===== config.mk =====
export PLATFORM = sky130hd
export DESIGN_NAME = wb_port_arbiter
export DESIGN_NICKNAME = d
export VERILOG_FILES = /design/src/rtl/wb_port_arbiter.sv
export SDC_FILE = /design/constraint.sdc
export NUM_CORES = 1
export LEC_CHECK = 0
export CORE_UTILIZATION = 35
export CTS_BUF_LIST = sky130_fd_sc_hd__clkbuf_16
export DETAILED_ROUTE_END_ITERATION = 8
export GPL_TIMING_DRIVEN = 0
export MAX_ROUTING_LAYER = met4
export PLACE_DENSITY = 0.79
export SLEW_MARGIN = 20
export SYNTH_ARGS = -nofsm -noshare
export SYNTH_HDL_FRONTEND = slang
export SYNTH_SLANG_ARGS = --single-unit

===== constraint.sdc =====
create_clock -name clk -period 2.7 [get_ports clk]
set_input_delay 0.675 -clock clk [delete_from_list [all_inputs] [get_ports clk]]
set_output_delay 0.675 -clock clk [all_outputs]
set_load 0.05 [all_outputs]

===== src/rtl/wb_port_arbiter.sv =====
// wb_port_arbiter: round-robin arbiter sharing the register bank's single write port.
// An accepted request is registered and presented as a one-hot register enable
// plus a broadcast data word, one cycle after the grant.
// Optional feature: define WBARB_PERF_EN to build the saturating arbitration-loss
// counter on perf_lost. Without it, perf_lost is tied to zero and perf_clr is unused.

module wb_port_arbiter #(
    parameter int unsigned NREQ = 3,
    parameter int unsigned AW   = 3,
    parameter int unsigned DW   = 32
) (
    input  logic                clk,
    input  logic                r,
    input  logic                hold,
    input  logic [NREQ-1:0]     req_valid,
    input  logic [NREQ*AW-1:0]  req_addr,
    input  logic [NREQ*DW-1:0]  req_data,
    output logic [NREQ-1:0]     req_ready,
    output logic [(1<<AW)-1:0]  wr_en,
    output logic [DW-1:0]       wr_data,
    output logic                wr_pend_vld,
    output logic [AW-1:0]       wr_pend_addr,
    input  logic                perf_clr,
    output logic [15:0]         perf_lost
);

    localparam int unsigned NREG = 1 << AW;
    localparam int unsigned PW   = (NREQ > 1) ? $clog2(NREQ) : 1;
    localparam int unsigned CW   = 16;

    // Requester index base+k, wrapped modulo NREQ (k is always < NREQ).
    function automatic logic [PW-1:0] wrap_idx(input logic [PW-1:0] base,
                                               input int unsigned   k);
        int unsigned s;
        s = 32'(base) + k;
        if (s >= NREQ) begin
            s = s - NREQ;
        end
        return PW'(s);
    endfunction

    logic [PW-1:0] rr_ptr;
    logic [PW-1:0] grant_idx;
    logic          accept;
    logic [AW-1:0] sel_addr;
    logic [DW-1:0] sel_data;

    // Priority search starting at rr_ptr; only valid bits, hold and rr_ptr matter.
    always_comb begin
        grant_idx = '0;
        accept    = 1'b0;
        if (!hold) begin
            for (int unsigned k = 0; k < NREQ; k++) begin
                if (!accept && req_valid[wrap_idx(rr_ptr, k)]) begin
                    accept    = 1'b1;
                    grant_idx = wrap_idx(rr_ptr, k);
                end
            end
        end
    end

    // One-hot grant toward the requesters.
    always_comb begin
        req_ready = '0;
        if (accept) begin
            req_ready = NREQ'(1) << grant_idx;
        end
    end

    // Select the granted requester's address and data.
    always_comb begin
        sel_addr = '0;
        sel_data = '0;
        for (int unsigned i = 0; i < NREQ; i++) begin
            if (grant_idx == PW'(i)) begin
                sel_addr = req_addr[i*AW +: AW];
                sel_data = req_data[i*DW +: DW];
            end
        end
    end

    // Round-robin pointer: moves just past the winner on each acceptance.
    always_ff @(posedge clk or negedge r) begin
        if (!r) begin
            rr_ptr <= '0;
        end else if (accept) begin
            rr_ptr <= wrap_idx(grant_idx, 1);
        end
    end

    // Write-port register: single-cycle enable pulse, data and address held between writes.
    always_ff @(posedge clk or negedge r) begin
        if (!r) begin
            wr_en        <= '0;
            wr_data      <= '0;
            wr_pend_addr <= '0;
            wr_pend_vld  <= 1'b0;
        end else begin
            wr_pend_vld <= accept;
            if (accept) begin
                wr_en        <= NREG'(1) << sel_addr;
                wr_data      <= sel_data;
                wr_pend_addr <= sel_addr;
            end else begin
                wr_en        <= '0;
            end
        end
    end

`ifdef WBARB_PERF_EN
    logic          contention;
    logic [CW-1:0] lost_cnt;

    // Two or more requesters valid while the port is open means somebody lost.
    always_comb begin
        contention = !hold && (|(req_valid & (req_valid - NREQ'(1))));
    end

    // Saturating loss counter; clear wins over increment.
    always_ff @(posedge clk or negedge r) begin
        if (!r) begin
            lost_cnt <= '0;
        end else if (perf_clr) begin
            lost_cnt <= '0;
        end else if (contention && (lost_cnt != {CW{1'b1}})) begin
            lost_cnt <= lost_cnt + CW'(1);
        end
    end

    assign perf_lost = lost_cnt;
`else
    logic unused_perf_clr;

    assign unused_perf_clr = perf_clr;
    assign perf_lost       = 16'h0000;
`endif

endmodule


==> flow_metrics.py, run 1 <==
metrics = {
    "floorplan": {
        "core_region_area_um2": 8260,
        "num_rows": 33,
        "fp.dieArea_um2": 8990,
        "die-width_um": 94.8,
        "initial_utilization": 0.365,
        "chipHeight_um": 94.8,
        "top_level_ports": 175,
    },
    "logic_synthesis": {
        "syn-instance-count": 306,
        "dominant_cell_by_count_in_the_synthesized_netlist": "sky130_fd_sc_hd__dfrtp_1",
        "netlist_area_um2": 3020,
        "fraction_of_the_yosys_area_taken_by_sequential_cells": 0.382,
        "netlist-cell-type-count": 37,
        "netlist.area_leader.share": 0.382,
        "synth.top_cells.by_count": "sky130_fd_sc_hd__dfrtp_1, sky130_fd_sc_hd__a31oi_1, sky130_fd_sc_hd__mux2_4, sky130_fd_sc_hd__nand2_1",
        "synth_flop_cell": "sky130_fd_sc_hd__dfrtp_1",
        "proportion_of_register_bits_with_asynchronous_set_or_reset_after_synthesis": 1.00,
        "synth.area.top_cells": "sky130_fd_sc_hd__dfrtp_1, sky130_fd_sc_hd__mux2_4, sky130_fd_sc_hd__a31oi_1",
        "synth_enable_flop_cells": 0,
        "yosys_register_bits": 46,
        "mean_post_synth_cell_area_um2": 9.85,
        "synth_warnings": 0,
        "post-synth-top-area-cell": "sky130_fd_sc_hd__dfrtp_1",
    },
    "placement": {
        "placed_area_um2": 4900,
        "place.gp.congestion": 0.819,
        "dp_hpwl_um": 7050,
        "place.port_buffers": 157,
    },
    "sta": {
        "clock.fmax_ghz": 0.323,
        "grt_setup_unrepaired": "yes",
        "fin_ws_ns": -0.392,
        "fin_worst_skew_ns": 0.00368,
        "period_minus_slack_ns": 3.09,
        "timing.final.setup_violations": 35,
        "fin_setup_tns_ns": -5.74,
        "hold_viol_final": 0,
        "relSlewSlack": 0.618,
        "period_share": 1.15,
        "timing_max_transition_violations_final": 0,
        "tightest_slew_ns": 0.572,
    },
    "clock_tree": {
        "clock_tree_from_tritoncts": "done",
        "cts_max_level": 2,
        "clock_tree.root_cell": "sky130_fd_sc_hd__clkbuf_16",
        "clkTransAtPathRegs_ns": 0.06,
        "cts_sinks": 46,
        "longest_clk_path_bufs": 2,
        "ctsHoldBuffers": 0,
        "clkLatencyLatePin_ns": 0.28,
        "cts-buffers-inserted": 5,
    },
    "worst_setup_path": {
        "worstSetupStartpointType": "flop",
        "largest_stage_delay_worst_path_ns": 0.42,
        "required_ns": 2.03,
        "rrSetupSlack_ns": -0.29,
        "critPathCaptureType": "output pin",
        "r2r-start": "rr_ptr[0]$_DFFE_PN0P_",
        "crit_path_cell_trace": "inv_2, ha_4, and2_4, nand2b_4, o31a_1, nand3b_1, ha_4, buf_8, clkinv_8, clkbuf_16, nor2_4, buf_6",
        "worst_r2r_path_depth": 14,
        "timing.critical_path.slowest_stage_cell": "sky130_fd_sc_hd__dfrtp_1",
        "cp.arrival_ns": 2.42,
        "worst_path_most_repeated_cell": "sky130_fd_sc_hd__ha_4",
        "path_max_fanout": 5,
        "timing.rr.end": "wr_en[1]$_DFF_PN0_",
        "worstSetupPathType": "reg -> out",
    },
    "detailed_routing": {
        "routed_length_per_placed_instance_um": 16.6,
        "routed_wirelength_um": 10100,
        "route.antenna.remaining_nets": 0,
        "vias": 3022,
        "drt-pass1-iter-count": 4,
        "remaining_drc_errors": 0,
        "vias_per_cell": 4.97,
        "drtIter0Drc": 37,
    },
    "finish": {
        "post_route_cells_drive_above_1_share": 0.314,
        "finish.net_count": 619,
        "final_design_area_no_fill_um2": 5670,
        "antenna_cells": 0,
        "synth_to_final_area_change_pct": 87.9,
    },
    "job": {
        "drv.max_cap_violation_count": 0,
    },
    "global_route": {
        "grt_antenna_before_repair": 0,
        "wire_length_of_the_first_global_routing_pass_um": 14400,
        "largest_net_degree_at_the_start_of_global_routing": 25,
        "globalRoute.totalOverflow": 0,
        "grt_pass1_vias": 2924,
        "grt_util_all_layers": 0.216,
    },
    "run_status": {
        "violated_checks": "negative setup slack",
        "result_of_the_run": "finished with violations",
    },
    "power_and_ir_drop": {
        "static_leak_nw": 2.41,
        "vdd.ir_drop.worst_uv": 439,
        "power_density_nw_per_um2": 1000,
    },
    "worst_hold_path": {
        "hp-class": "in -> async",
    },
}
-- power by group --
| part | total [mW] | switching (mW) | internal (mW) |
|---|---|---|---|
| Clock | 0.567 | 0.234 | 0.333 |
| Sequential | 1.14 | 0.160 | 0.982 |
| Combinational | 3.97 | 2.16 | 1.81 |
| Total | 5.68 | 2.56 | 3.13 |
-- worst max path at each step --
stage	startpoint	end	cells past startpoint
after floorplan	req_valid[0]	req_ready[0]	8
after global placement	req_valid[0]	req_ready[2]	9
after detailed placement	req_valid[0]	req_ready[2]	9
after CTS	rr_ptr[0]$_DFFE_PN0P_	req_ready[0]	12
after global routing	rr_ptr[0]$_DFFE_PN0P_	req_ready[1]	12
final	rr_ptr[0]$_DFFE_PN0P_	req_ready[1]	12
-- kinds of logic after synthesis --
logic type | count (synthesis) | synth area share
and+or+nand+nor | 93 | 0.169
AOI/OAI and AO/OA | 76 | 0.151
buffers and inverters | 47 | 0.0929
DFF | 46 | 0.382
muxes | 37 | 0.180
adders and majority gates | 6 | 0.0241
other | 1 | 0.00124
-- sequential cells by signal, summed over array words and instances (netlist names) --
| name | count |
|---|---|
| rr_ptr | 2 |
| wr_data | 32 |
| wr_en | 8 |
| wr_pend_addr | 3 |
| wr_pend_vld | 1 |
-- cells in the final DEF (no fill, tap or decap), drive strengths merged, types with 14 or more instances in the layout --
cell type,instances
a31oi,35
and2,33
buf,50
clkbuf,14
clkdlybuf4s50,149
conb,16
dfrtp,46
mux2,35
nand2,34
o21ai,33
-- metal layers --
layer | share of wire | global-route usage | up-vias
met4 | 0.010 | 0.0417 | 0
met5 | 0 | - | -
li1 | - | - | 1430
met3 | 0.055 | 0.0362 | 12
met1 | 0.41 | 0.247 | 1465
met2 | 0.52 | 0.397 | 115
-- layout make-up --
type	instances	area [µm²]
fill	629	2590
multi-input combinational	228	2050
timing repair buffer	175	1740
sequential	46	1150
buffer	37	405
tap	105	131
clock buffer	5	125
inverter	9	52.6
clock inverter	3	11.3
-- worst max-delay path, delay by kind of cell, from the launching register on --
| family | cells | cell delay (ns) |
|---|---|---|
| AND/OR/NAND/NOR | 4 | 0.55 |
| buffers and inverters | 5 | 0.52 |
| adder cells (fa/ha/maj) | 2 | 0.48 |
| flip-flops | 1 | 0.42 |
| AO/OA/AOI/OAI | 1 | 0.16 |
-- metrics by stage --
stage	hold WS (ns)	util	total power [mW]	worst slack [ns]	instances
6_report	0.389	0.686	5.68	-0.392	608
3_5_place_dp	0.496	0.593	4.56	-1.41	584
3_3_place_gp	0.489	0.591	4.50	-1.41	583
5_1_grt	0.427	0.686	5.94	-0.492	608
4_1_cts	0.399	0.653	5.46	-0.365	605
2_1_floorplan	0.379	-	3.51	-0.00518	321
-- what timing repair did --
action,in CTS,in global routing
pin swaps,7,11
endpoints found under the setup margin,46,43
cloned,1,1
setup buffers,12,5
gates resized for setup,94,65
Power figures use the tool's default switching activity.
==> run 2, diff against run 1 <==
ABC_AREA = 1   (was default)
PLACE_DENSITY = 0.78   (was 0.79)
==> run 2 against run 1 <==
Against the previous run:
- the run still ends with negative setup slack left
- via count is 19% higher
- register-to-register slack better by 0.07 ns
- combinational power is 66% higher
- highest routed layer unchanged
- sequential share of layout area is 0.20 points higher
- synthesized cell count is 39% higher
- wire length is 8.0% higher
==> flow_metrics.py, run 2 <==
metrics = {
    "worst_setup_path": {
        "worst_setup_path_endpoint": "req_ready[1]",
        "worst-path-stages": 12,
        "path_max_fanout": 5,
        "worstSetupPathType": "in -> out",
        "required_ns": 2.03,
        "rrSetupSlack_ns": -0.22,
        "setup.worst_path.start": "req_valid[0]",
        "cp.arrival_ns": 2.52,
        "cp.buffers_inverters": 6,
        "critPathCaptureType": "output pin",
        "timing.rr.end": "wr_data[28]$_DFFE_PN0P_",
        "worstSetupStartpointType": "input pin",
        "largest_stage_delay_worst_path_ns": 0.30,
        "timing.critical_path.slowest_stage_cell": "sky130_fd_sc_hd__dlygate4sd2_1",
        "worst_path_dominant_cell_family": "buffers and inverters",
        "crit_path_cell_trace": "dlygate4sd2_1, o211ai_1, nand2_2, buf_4, a21oi_4, nor2_2, ha_4, buf_8, clkbuf_16, nand3_4, clkinvlp_4, buf_8",
        "worst_r2r_path_depth": 16,
        "worst_path_most_repeated_cell": "sky130_fd_sc_hd__buf_8",
        "r2r-start": "rr_ptr[0]$_DFFE_PN0P_",
    },
    "run_status": {
        "violated_checks": "negative setup slack",
        "result_of_the_run": "finished with violations",
    },
    "finish": {
        "largest_register_ff_count": 32,
        "finish.net_count": 747,
        "antenna_cells": 0,
        "mostFrequentLayoutCells": "sky130_fd_sc_hd__clkdlybuf4s50_1, sky130_fd_sc_hd__nand2_1, sky130_fd_sc_hd__dfrtp_1, sky130_fd_sc_hd__buf_4, sky130_fd_sc_hd__nand3_2",
        "top_regs": "wr_data (32), wr_en (8), wr_pend_addr (3)",
        "layout.cells.most_common": "sky130_fd_sc_hd__clkdlybuf4s50_1",
        "post_route_cells_drive_above_1_share": 0.254,
        "largest_register": "wr_data",
        "layout.cells.non_filler": 738,
        "synth_to_final_area_change_pct": 79.9,
    },
    "clock_tree": {
        "clkLatencyLatePin_ns": 0.28,
        "clock_tree.root_cell": "sky130_fd_sc_hd__clkbuf_16",
        "clkTransAtPathRegs_ns": 0.06,
        "cts_sinks": 46,
        "cts_max_level": 2,
        "clock_tree_from_tritoncts": "done",
        "cts-buffers-inserted": 5,
        "longest_clk_path_bufs": 2,
        "ctsHoldBuffers": 0,
    },
    "floorplan": {
        "chipHeight_um": 96.5,
        "num_rows": 34,
        "top_level_ports": 175,
        "fp.dieArea_um2": 9300,
        "initial_utilization": 0.360,
        "core_region_area_um2": 8680,
        "die-width_um": 96.5,
    },
    "global_route": {
        "largest_net_degree_at_the_start_of_global_routing": 27,
        "grt_util_all_layers": 0.224,
        "globalRoute.totalOverflow": 0,
        "wire_length_of_the_first_global_routing_pass_um": 15300,
        "grt_pass1_vias": 3282,
        "grt_antenna_before_repair": 0,
    },
    "placement": {
        "post-place-cells": 707,
        "place.port_buffers": 157,
        "detailedPlace.worstSlack_ns": -1.44,
        "place.gp.congestion": 0.785,
        "dp_hpwl_um": 7850,
    },
    "logic_synthesis": {
        "synth.top_cells.by_count": "sky130_fd_sc_hd__nand2_1, sky130_fd_sc_hd__dfrtp_1, sky130_fd_sc_hd__nor2_1",
        "synth_flop_cell": "sky130_fd_sc_hd__dfrtp_1",
        "synth.area.top_cells": "sky130_fd_sc_hd__dfrtp_1, sky130_fd_sc_hd__nand2_1, sky130_fd_sc_hd__nand3_2",
        "fraction_of_the_yosys_area_taken_by_sequential_cells": 0.369,
        "mean_post_synth_cell_area_um2": 7.33,
        "dominant_cell_by_count_in_the_synthesized_netlist": "sky130_fd_sc_hd__nand2_1",
        "netlist.area_leader.share": 0.369,
        "synthAdderAreaFrac": 0.0200,
        "synth_area_in_compound_gates": 0.110,
        "netlist-cell-type-count": 24,
        "yosys.area_share.simple": 0.387,
        "synth_enable_flop_cells": 0,
        "synth_warnings": 0,
        "combinational_family_with_the_most_area_after_synthesis": "simple AND/OR/NAND/NOR gates",
        "syn-instance-count": 426,
        "yosys_register_bits": 46,
        "proportion_of_register_bits_with_asynchronous_set_or_reset_after_synthesis": 1.00,
        "netlist_area_um2": 3120,
        "synth_xor_area_frac": 0,
        "post-synth-top-area-cell": "sky130_fd_sc_hd__dfrtp_1",
        "synth.mux.area_fraction": 0,
    },
    "power_and_ir_drop": {
        "combinationalPowerShare": 0.781,
        "clock_power_share": 0.080,
        "power_density_nw_per_um2": 1500,
        "vdd.ir_drop.worst_uv": 707,
        "switching_share": 0.518,
        "power.sequential.fraction": 0.139,
        "p_switching_mw": 4.38,
        "static_leak_nw": 2.59,
        "internal_power_mw": 4.07,
    },
    "sta": {
        "relSlewSlack": 0.622,
        "clock.fmax_ghz": 0.313,
        "timing_max_transition_violations_final": 0,
        "grt_setup_unrepaired": "yes",
        "fin_ws_ns": -0.493,
        "period_share": 1.18,
        "period_minus_slack_ns": 3.19,
        "hold_viol_final": 0,
        "tightest_slew_ns": 0.566,
        "fin_worst_skew_ns": 0.00606,
        "timing.final.setup_violations": 6,
    },
    "detailed_routing": {
        "routed_length_per_placed_instance_um": 14.7,
        "vias": 3609,
        "routed_wirelength_um": 10900,
        "drtIter0Drc": 145,
        "drt-pass1-iter-count": 5,
        "remaining_drc_errors": 0,
        "vias_per_cell": 4.89,
        "route.antenna.remaining_nets": 0,
    },
    "job": {
        "drv.max_cap_violation_count": 0,
    },
    "worst_hold_path": {
        "hp-class": "in -> async",
    },
}
==> run 2: changes by cell type after synthesis, moves of 8 or more <==
cell,before,now
sky130_fd_sc_hd__nor2_1,6,36
sky130_fd_sc_hd__a31oi_1,34,23
sky130_fd_sc_hd__o21ai_0,33,23
sky130_fd_sc_hd__and2_1,33,0
sky130_fd_sc_hd__mux2_4,34,0
sky130_fd_sc_hd__nand3_2,0,34
sky130_fd_sc_hd__inv_1,8,17
sky130_fd_sc_hd__nand2_1,34,155
sky130_fd_sc_hd__clkbuf_1,15,7
sky130_fd_sc_hd__a21oi_1,2,14
sky130_fd_sc_hd__nand3_1,2,19
==> run 2: area by class of cell <==
class,instances,area (µm²)
fillers,745,3060
multi-input cells,333,1860
repair buffers,182,1820
flip-flops and latches,46,1150
plain buffers,41,382
well taps,108,135
clock buffers,5,125
inverters,20,96.3
clock inverters,2,33.8
repair inverters,1,7.51
==> run 2: power by group through the flow <==
stage	Sequential [mW]	Combinational, mW	Clock [mW]
3_3_place_gp	1.17	5.36	0
6_report	1.18	6.60	0.673
2_1_floorplan	2.18	2.90	0
3_5_place_dp	1.18	5.47	0
5_1_grt	1.21	7.07	0.705
4_1_cts	1.18	5.98	0.687
==> run 2: cells by family (layout without fill, tap and decap cells) <==
logic type      Yosys count  in the layout
simple gates            250            250
compound gates           62             62
buf+inv                  62            251
flops                    46             46
fa+ha+maj                 5              5
other cells               1             16
==> run 2: routing by layer <==
| layer | global-route usage | up-vias | wire length, µm |
|---|---|---|---|
| li1 | - | 1758 | - |
| met2 | 0.393 | 144 | 5300 |
| met5 | - | - | 0 |
| met1 | 0.264 | 1699 | 4600 |
| met4 | 0.0527 | 0 | 119 |
| met3 | 0.0438 | 8 | 854 |
==> run 2: per-stage QoR <==
step	setup TNS, ns	power, mW	instance area (µm²)	util	hold slack (ns)
floorplan	-0.156	5.08	3280	-	0.379
global placement	-44.51	6.53	4990	0.575	0.453
detailed placement	-34.90	6.64	5000	0.577	0.458
CTS	-2.41	7.84	5400	0.622	0.359
global route	-6.93	8.99	5620	0.647	0.377
finish	-1.92	8.45	5620	0.647	0.344
==> run 2: worst min-delay path by stage <==
stage,from,end,slack [ns]
4_1_cts,r,wr_data[4]$_DFFE_PN0P_,0.36
3_5_place_dp,wr_data[5]$_DFFE_PN0P_,wr_data[5]$_DFFE_PN0P_,0.46
6_report,r,wr_data[4]$_DFFE_PN0P_,0.34
5_1_grt,r,wr_data[3]$_DFFE_PN0P_,0.38
2_1_floorplan,r,rr_ptr[0]$_DFFE_PN0P_,0.38
3_3_place_gp,wr_data[0]$_DFFE_PN0P_,wr_data[0]$_DFFE_PN0P_,0.45
==> run 2: timing repair <==
action,CTS,global route
pin swaps,12,10
setup buffers,14,7
endpoints found under the setup margin,46,46
resized for setup,62,50
cloned,1,3
